===== src/rtl/operand_stack.sv =====
// Register-file operand stack: pop-then-push per edge, zero-latency tos/nos/count views.
// Define OPERAND_STACK_TRAP_EN for sticky trap reporting and halt-on-violation.
module operand_stack #(
   parameter int WIDTH = 64,
   parameter int DEPTH = 16
) (
   input  logic                         clk,
   input  logic                         reset,
   input  logic                         push,
   input  logic [1:0]                   pop,
   input  logic [WIDTH-1:0]             data_in,
   output logic [WIDTH-1:0]             tos,
   output logic [WIDTH-1:0]             nos,
   output logic [$clog2(DEPTH+1)-1:0]   count,
   output logic                         empty,
   output logic                         full,
   output logic [2:0]                   trap
);

   localparam int CW = $clog2(DEPTH+1);
   localparam int AW = $clog2(DEPTH);

   logic [WIDTH-1:0] mem [DEPTH];
   logic [CW-1:0]    cnt_q;
   logic [CW:0]      cnt_ext;
   logic [CW:0]      pop_ext;
   logic [CW:0]      push_ext;
   logic [CW:0]      new_cnt;
   logic             illegal;
   logic             underflow;
   logic             overflow;
   logic [2:0]       viol_code;
   logic             halted;
   logic             accept;
   logic [AW-1:0]    wr_idx;
   logic [AW-1:0]    tos_idx;
   logic [AW-1:0]    nos_idx;

   // Legality is judged on the combined pop-then-push result before any state moves.
   always_comb begin
      cnt_ext   = {1'b0, cnt_q};
      pop_ext   = (CW+1)'(pop);
      push_ext  = (CW+1)'(push);
      new_cnt   = cnt_ext - pop_ext + push_ext;
      illegal   = (pop == 2'd3);
      underflow = !illegal && (pop_ext > cnt_ext);
      overflow  = !illegal && !underflow && (new_cnt > (CW+1)'(DEPTH));
      if (illegal)
         viol_code = 3'd3;
      else if (underflow)
         viol_code = 3'd2;
      else if (overflow)
         viol_code = 3'd1;
      else
         viol_code = 3'd0;
      accept    = !halted && (viol_code == 3'd0);
      wr_idx    = AW'(cnt_q - CW'(pop));
      tos_idx   = AW'(cnt_q - CW'(1));
      nos_idx   = AW'(cnt_q - CW'(2));
   end

   always_ff @(posedge clk or negedge reset) begin
      if (!reset)
         cnt_q <= '0;
      else if (accept)
         cnt_q <= CW'(new_cnt);
   end

   // Entry storage carries no reset; slots at or above count are never read out.
   always_ff @(posedge clk) begin
      if (accept && push)
         mem[wr_idx] <= data_in;
   end

`ifdef OPERAND_STACK_TRAP_EN
   logic [2:0] trap_q;

   always_ff @(posedge clk or negedge reset) begin
      if (!reset)
         trap_q <= 3'd0;
      else if (!halted && (viol_code != 3'd0))
         trap_q <= viol_code;
   end

   assign halted = (trap_q != 3'd0);
   assign trap   = trap_q;
`else
   assign halted = 1'b0;
   assign trap   = 3'd0;
`endif

   assign count = cnt_q;
   assign empty = (cnt_q == '0);
   assign full  = (cnt_q == CW'(DEPTH));
   assign tos   = (cnt_q >= CW'(1)) ? mem[tos_idx] : '0;
   assign nos   = (cnt_q >= CW'(2)) ? mem[nos_idx] : '0;

endmodule


===== config.mk =====
export PLATFORM = sky130hd
export DESIGN_NAME = operand_stack
export DESIGN_NICKNAME = d
export VERILOG_FILES = /design/src/rtl/operand_stack.sv
export SDC_FILE = /design/constraint.sdc
export NUM_CORES = 2
export LEC_CHECK = 0
export ABC_CLOCK_PERIOD_IN_PS = 12500
export BUFFER_PORTS_ARGS = -buffer_cell sky130_fd_sc_hd__buf_2
export CAP_MARGIN = 15
export CORE_MARGIN = 5
export CORE_UTILIZATION = 44
export CTS_CLUSTER_DIAMETER = 150
export DETAILED_ROUTE_END_ITERATION = 7
export MAX_ROUTING_LAYER = met4
export PLACE_DENSITY = 0.64
export SLEW_MARGIN = 10
export SYNTH_ARGS = -nofsm -noshare
export SYNTH_HDL_FRONTEND = slang
export SYNTH_SLANG_ARGS = --single-unit
export TNS_END_PERCENT = 30

===== constraint.sdc =====
create_clock -name clk -period 12.5 [get_ports clk]
set_input_delay 2.5 -clock clk [delete_from_list [all_inputs] [get_ports clk]]
set_output_delay 2.5 -clock clk [all_outputs]
set_load 0.01 [all_outputs]

Word-level counts from Yosys, hierarchy flattened
Memories as Yosys holds them, arrays and structs flattened.
Cells that the tools add are included.
{ "totals": {"regBits": 5, "ram_bits": 1024, "in_bits": 69, "output_inout_bits": 138, "wordCells": 28, "memories": 1} }
{ "classes": {"n_addsub": 5, "n_lt_le_gt_ge": 4, "n_eq_ne": 2, "mux": 7, "n_reduce_logical": 8} }
{ "memory_table": {"columns": ["memory", "words", "width", "read_ports", "rd_ports_with_merged_regs", "write_ports", "line_no", "rtl"], "rows": [
  ["mem", 16, 64, 2, 0, 1, "23", "logic [WIDTH-1:0] mem [DEPTH];"]
]} }
{ "op_table": {"columns": ["cell", "n"], "rows": [
  ["$mux 64", 2],
  ["$add 6x1->6", 1],
  ["$gt 6x5->1 const B", 1],
  ["$mux 3", 2],
  ["$sub 5x2->6", 1],
  ["$eq 5x5->1 const B", 1],
  ["$ge 5x1->1 const B", 1],
  ["$ge 5x2->1 const B", 1],
  ["$gt 2x5->1", 1],
  ["$logic_not 5->1", 1],
  ["$logic_and 1x1->1", 4],
  ["$sub 4x1->4 const B", 1],
  ["$sub 4x2->4", 1],
  ["$sub 4x2->4 const B", 1],
  ["$logic_not 3->1", 1],
  ["$mux 1", 3],
  ["$eq 2x2->1 const B", 1],
  ["$logic_not 1->1", 2]
]} }

Logic depth before layout (Yosys ltp)
{ "depth": {"word_depth": 13, "ltp_mapped": 17, "mapped_depth_nobuf": 10} }

Worst setup path after synthesis
No wires, ideal clock.
{ "synth_timing": {"kind": "in2reg", "from": "in pop[0]", "to": "mem mem[12][0], enable pin", "setup_time_ps": 644, "arrival_ps": 10565, "t_required_ps": 11856, "setup_slack_ps": 1291, "cell_stages": 11, "n_path_buf": 2, "path_cell_list": "ha_1 > inv_1 > fa_1 > buf_2 > nand2_1 > a2111oi_0 > nor3_1 > xnor2_1 > o211ai_1 > buf_2 > nor4_1"} }
{ "synth_via": {"elab_chain_cells": 13, "word_cells_on_any_way": 18, "cone_classes": "add/sub: 3; order compare: 2; eq/ne: 1; mux: 5; reduce/logical: 7"} }
{ "synth_rtl": {"columns": ["element", "line_no", "rtl"], "rows": [
  ["start, declared", "10", "input logic [1:0] pop,"],
  ["parallel branches: the longest is 13 deep, another holds $sub 5x2->6", null, null],
  ["end, declared", "23", null]
]} }
Several ways; the timed one is not identified.

Final worst setup path
{ "layout_timing": {"from": "reg cnt_q[0], in the netlist count[0]", "to": "out nos[20]"} }
{ "layout_via": {"elab_chain_cells": 3, "word_cells_on_any_way": 4, "cone_classes": "add/sub: 1; order compare: 1; mux: 1; memory: 1"} }
{ "layout_rtl": {"columns": ["element", "line_no", "rtl"], "rows": [
  ["start, declared", "24", "logic [CW-1:0] cnt_q;"],
  ["start signal, assigned", "66", "cnt_q <= CW'(new_cnt);"],
  ["$sub 4x2->4", "59", "nos_idx = AW'(cnt_q - CW'(2));"],
  ["$mem_v2 16x64", null, null],
  ["$mux 64 *", "96", "assign nos = (cnt_q >= CW'(2)) ? mem[nos_idx] : '0;"],
  ["end, declared", "13", "output logic [WIDTH-1:0] nos,"]
]} }
Mark *: on every way between the ends. The rest lies on a longest branch, timed or not.

==> results.env <==
YS_SEQ_AREA_SHARE_PCT=64.3
TIMING.SETUP.TNS_NS=0
COMBPWRFRAC_PCT=52.8
STATUS='completed'
SWITCHING_FRACTION_PCT=38.1
RATIO_OF_FINAL_MINIMUM_PERIOD_TO_CLOCK_PERIOD_PCT=65.2
GRT_FIRST_PASS_WIRELENGTH_MICRONS=185000
MAX_CAP_VIOL_COUNT=0
INITIAL_ANTENNA_VIOLATION_COUNT=19
FLOORPLAN.DIE_AREA_SQ_UM=116000
LAUNCH_POINT_OF_THE_WORST_REG_TO_REG_PATH='count[0]$_DFFE_PN0N_'
DETAIL_ROUTE.VIAS_PER_CELL=6.38
GLOBAL_ROUTE.OVERFLOW_TOTAL=0
LAYOUT.CELLS.MOST_COMMON_LIST='sky130_fd_sc_hd__edfxtp_1, sky130_fd_sc_hd__mux4_2, sky130_fd_sc_hd__buf_2, sky130_fd_sc_hd__nor2b_1, sky130_fd_sc_hd__a211oi_1'
DRT_ITER0_DRC=2404
WORST_PIN_SLEW_NS=1.17
LOGIC_DEPTH_OF_THE_WORST_REGISTER_TO_REGISTER_PATH=12
CRITICAL_PATH.STARTPOINT_TYPE='register'
HTREE_NUM_LEVELS=3
CLK_PIN_SLEW_WORST_PATHS_NS=0.06
ROUTED-VIA-COUNT=25052
POSTCTSHOLDBUFS=0
PERIOD_NEEDED_NS=8.15
FILL_CELL_TOTAL_OF_THE_FINISHED_LAYOUT=8539
GRT_START_MAX_NET_PINS=154
IR_WORST_VDD_V=0.000433
VIA_COUNT_OF_THE_FIRST_GLOBAL_ROUTING_PASS=26520
AREA.GROWTH.SYNTH_TO_FINAL_PCT=12.9
PINS_OVER_SLEW_LIMIT=0
NET-SWITCHING-POWER_W=0.00600
MUXSHAREOFSYNTHAREA_PCT=28.5
FINISH.NET_COUNT=2503
LAYOUT.CELLS.MOST_COMMON='sky130_fd_sc_hd__edfxtp_1'
CORE_REGION_AREA_SQ_UM=109000
GLOBALPLACE.CONGESTION=0.793
FINAL_ANTENNA_VIOLATING_NET_COUNT=0
FINALHOLDVIOLATIONS=0
LAYOUT.CELLS.NON_FILLER=3929
CTS.REPAIR.RESIZED=0
DIE-HEIGHT_MICRONS=340
TIMING.CLOCK.SKEW_NS=0.0274
WORSTHOLDPATHTYPE='register to register'
CTS_MAX_PATH_BUFFERS=3
TIMING.SLEW.HEADROOM_PCT=22.1
DRC_ERRORS=0
SYNTHESIZED_AREA_FRACTION_OCCUPIED_BY_ADDER_CELLS_PCT=0.537
P_PER_AREA_nW_PER_UM2=291
NUMBER_OF_DISTINCT_LIBRARY_CELLS_AFTER_SYNTHESIS=38
SYNTH_CELLS=2221
POST_PLACE_CELLS=3716
SYNTH_EDF_COUNT=1024
DETAIL_ROUTE.WIRELENGTH_MICRONS=126000
POST_DRT_WL_PER_CELL_MICRONS=32.1
MULTI_INPUT_AREA_SQ_UM=16300
SYNTHESIS.AREA_PER_INSTANCE_SQ_UM=21.6
DIE_SPAN_X_MICRONS=340
PLACEMENTROWS=121
SYNTH-SEQ-CELLS=1029
CTS.ROOT.BUFFER_CELL='sky130_fd_sc_hd__clkbuf_16'
WORST_REG_TO_REG_SETUP_SLACK_NS=6.65
LAYOUT-DRIVE-GT1-SHARE_PCT=40.9
CTS_POST_SETUP_BUFFERS_INSERTED=0
SYNTH-MAIN-FF-CELL='sky130_fd_sc_hd__edfxtp_1'
TRITONCTS='done'
CRITPATHKIND='register to primary output'
CTS-BUFFERS-INSERTED=110
DP_HPWL_MICRONS=66700
DESIGN_AREA_SQ_UM=54200
CLOCK_SINKS=1029
PWR-SHARE-CLK_PCT=20.8
COMBINATIONAL_FAMILY_WITH_THE_MOST_AREA_AFTER_SYNTHESIS='multiplexers'
TIMING.CRITICAL_PATH.TO_TYPE='primary output'
STARTING_DENSITY_OF_THE_CORE_PCT=44.2
BUFFER_PORTS.INSERTED=203
POST_SYNTH_INSTANCE_AREA_SQ_UM=48000
SIMPLE_GATE_SHARE_OF_THE_SYNTHESIZED_AREA_PCT=2.18
WORSTREG2REGEND='mem[11][33]$_DFFE_PP_'
SEQCELLAREA_SQ_UM=30900
GROUTE.USAGE.OVERALL_PCT=22.4
SYNTH_XOR_XNOR_AREA_SHARE_PCT=0.216
RSZ0062_AT_GRT='no'
PWR-SHARE-SEQ_PCT=26.4
MAX_CLOCK_FREQ_GHz=0.123
DRT_FIRST_PASS_ITERS=5
CRIT_FANOUT=68
YS_ASYNC_SR_FRACTION_PCT=0.486
SETUP_VIOL=0
YOSYSWARNINGS=0
CRITICAL_PATH.ENDPOINT='nos[20]'
POSTLAYOUTCOREUTIL_PCT=49.9
PLACE_AREA_SQ_UM=50500
CRITPATHREQUIREDTIME_NS=10.00
CRITPATHLAUNCH='count[0]$_DFFE_PN0N_'
POST_SYNTHESIS_COMPOUND_GATE_AREA_FRACTION_PCT=2.23
INTPOWER_W=0.00975
TOP_LEVEL_PORTS=207
CELLLEAKAGEPOWER_nW=17.0
CLK-INSERTION-DELAY-LATE_NS=0.68
WORSTPATHARRIVAL_NS=5.65
==> cell usage after synthesis (all sizes together) (2+ instances only) <==
library cell / n / area (sq um)
nor3: 3 / 15.0
dfrtp: 5 / 125
mux4: 576 / 13000
a31oi: 2 / 12.5
mux2i: 64 / 641
o31ai: 2 / 15.0
buf: 123 / 716
clkbuf: 59 / 221
nor4: 10 / 62.6
nand2b: 4 / 32.5
nand3: 5 / 25.0
edfxtp: 1024 / 30700
a21oi: 6 / 30.0
a211oi: 128 / 961
and3: 3 / 18.8
inv: 13 / 48.8
mux2: 4 / 45.0
nand2: 11 / 41.3
xor2: 5 / 51.3
ha: 19 / 238
xnor2: 6 / 52.6
nor2: 9 / 33.8
nor2b: 129 / 807
o21ai: 2 / 10.0
==> state kept, by name, summed over array words and instances (netlist names) <==
register and flops:
mem 1024, count 5
==> worst max-delay path: stages (launching register included) <==
cell,delay [ns]
sky130_fd_sc_hd__dfrtp_4,1.01
sky130_fd_sc_hd__buf_4,0.70
sky130_fd_sc_hd__buf_4,0.71
sky130_fd_sc_hd__buf_4,0.90
sky130_fd_sc_hd__mux4_2,0.60
sky130_fd_sc_hd__mux4_2,0.51
sky130_fd_sc_hd__nor2b_1,0.15
sky130_fd_sc_hd__buf_2,0.17
==> logic make-up (layout without fill, tap and decap cells) <==
| group | Yosys count | after routing |
|---|---|---|
| mux | 644 | 644 |
| other cells | 1 | 17 |
| simple gates | 176 | 176 |
| flops | 1029 | 1029 |
| fa+ha+maj | 20 | 20 |
| buf+inv | 195 | 473 |
| compound gates | 145 | 145 |
| xor+xnor | 11 | 11 |
==> metal layers <==
metal / track usage, % / up-vias / wire length (microns) / share of wire [%]
met3: 3.95 / 192 / 7840 / 6.2
met5: - / - / 0 / 0
met2: 37.5 / 904 / 65500 / 52
li1: - / 10182 / - / -
met1: 28.5 / 13774 / 49400 / 39
met4: 6.07 / 0 / 3400 / 2.7
==> worst min-delay path by stage <==
| stage | from | to | cells after the start |
|---|---|---|---|
| 3_5_place_dp | count[4]$_DFFE_PN0N_ | count[4]$_DFFE_PN0N_ | 2 |
| 6_report | count[4]$_DFFE_PN0N_ | count[4]$_DFFE_PN0N_ | 2 |
| 4_1_cts | count[4]$_DFFE_PN0N_ | count[4]$_DFFE_PN0N_ | 2 |
| 2_1_floorplan | count[4]$_DFFE_PN0N_ | count[4]$_DFFE_PN0N_ | 2 |
| 5_1_grt | count[4]$_DFFE_PN0N_ | count[4]$_DFFE_PN0N_ | 2 |
| 3_3_place_gp | count[4]$_DFFE_PN0N_ | count[4]$_DFFE_PN0N_ | 2 |
==> power groups by stage <==
stage / Sequential [W] / Clock (W) / Combinational [W]
6_report: 0.00416 / 0.00327 / 0.00831
4_1_cts: 0.00416 / 0.00333 / 0.00850
3_3_place_gp: 0.00422 / 0 / 0.00842
3_5_place_dp: 0.00423 / 0 / 0.00846
5_1_grt: 0.00418 / 0.00349 / 0.00892
2_1_floorplan: 0.00416 / 0 / 0.00584
==> area by class of cell <==
cell class                      count  area share (%)
Inverter                           13          0.0901
Multi-Input combinational cell    999            30.2
Antenna cell                       14          0.0647
Clock inverter                     65            1.38
Sequential cell                  1029            57.0
Clock buffer                      134            5.29
Timing Repair Buffer              261            2.77
Tap cell                         1414            3.27
==> stage by stage <==
step	hold WS [ns]	total power, W	worst slack, ns
floorplan	0.641	0.0100	1.29
global placement	0.652	0.0126	5.04
detailed placement	0.680	0.0127	4.94
CTS	0.694	0.0160	4.17
global route	0.702	0.0166	3.82
finish	0.681	0.0157	4.35
(Power assumes the default switching activity.)
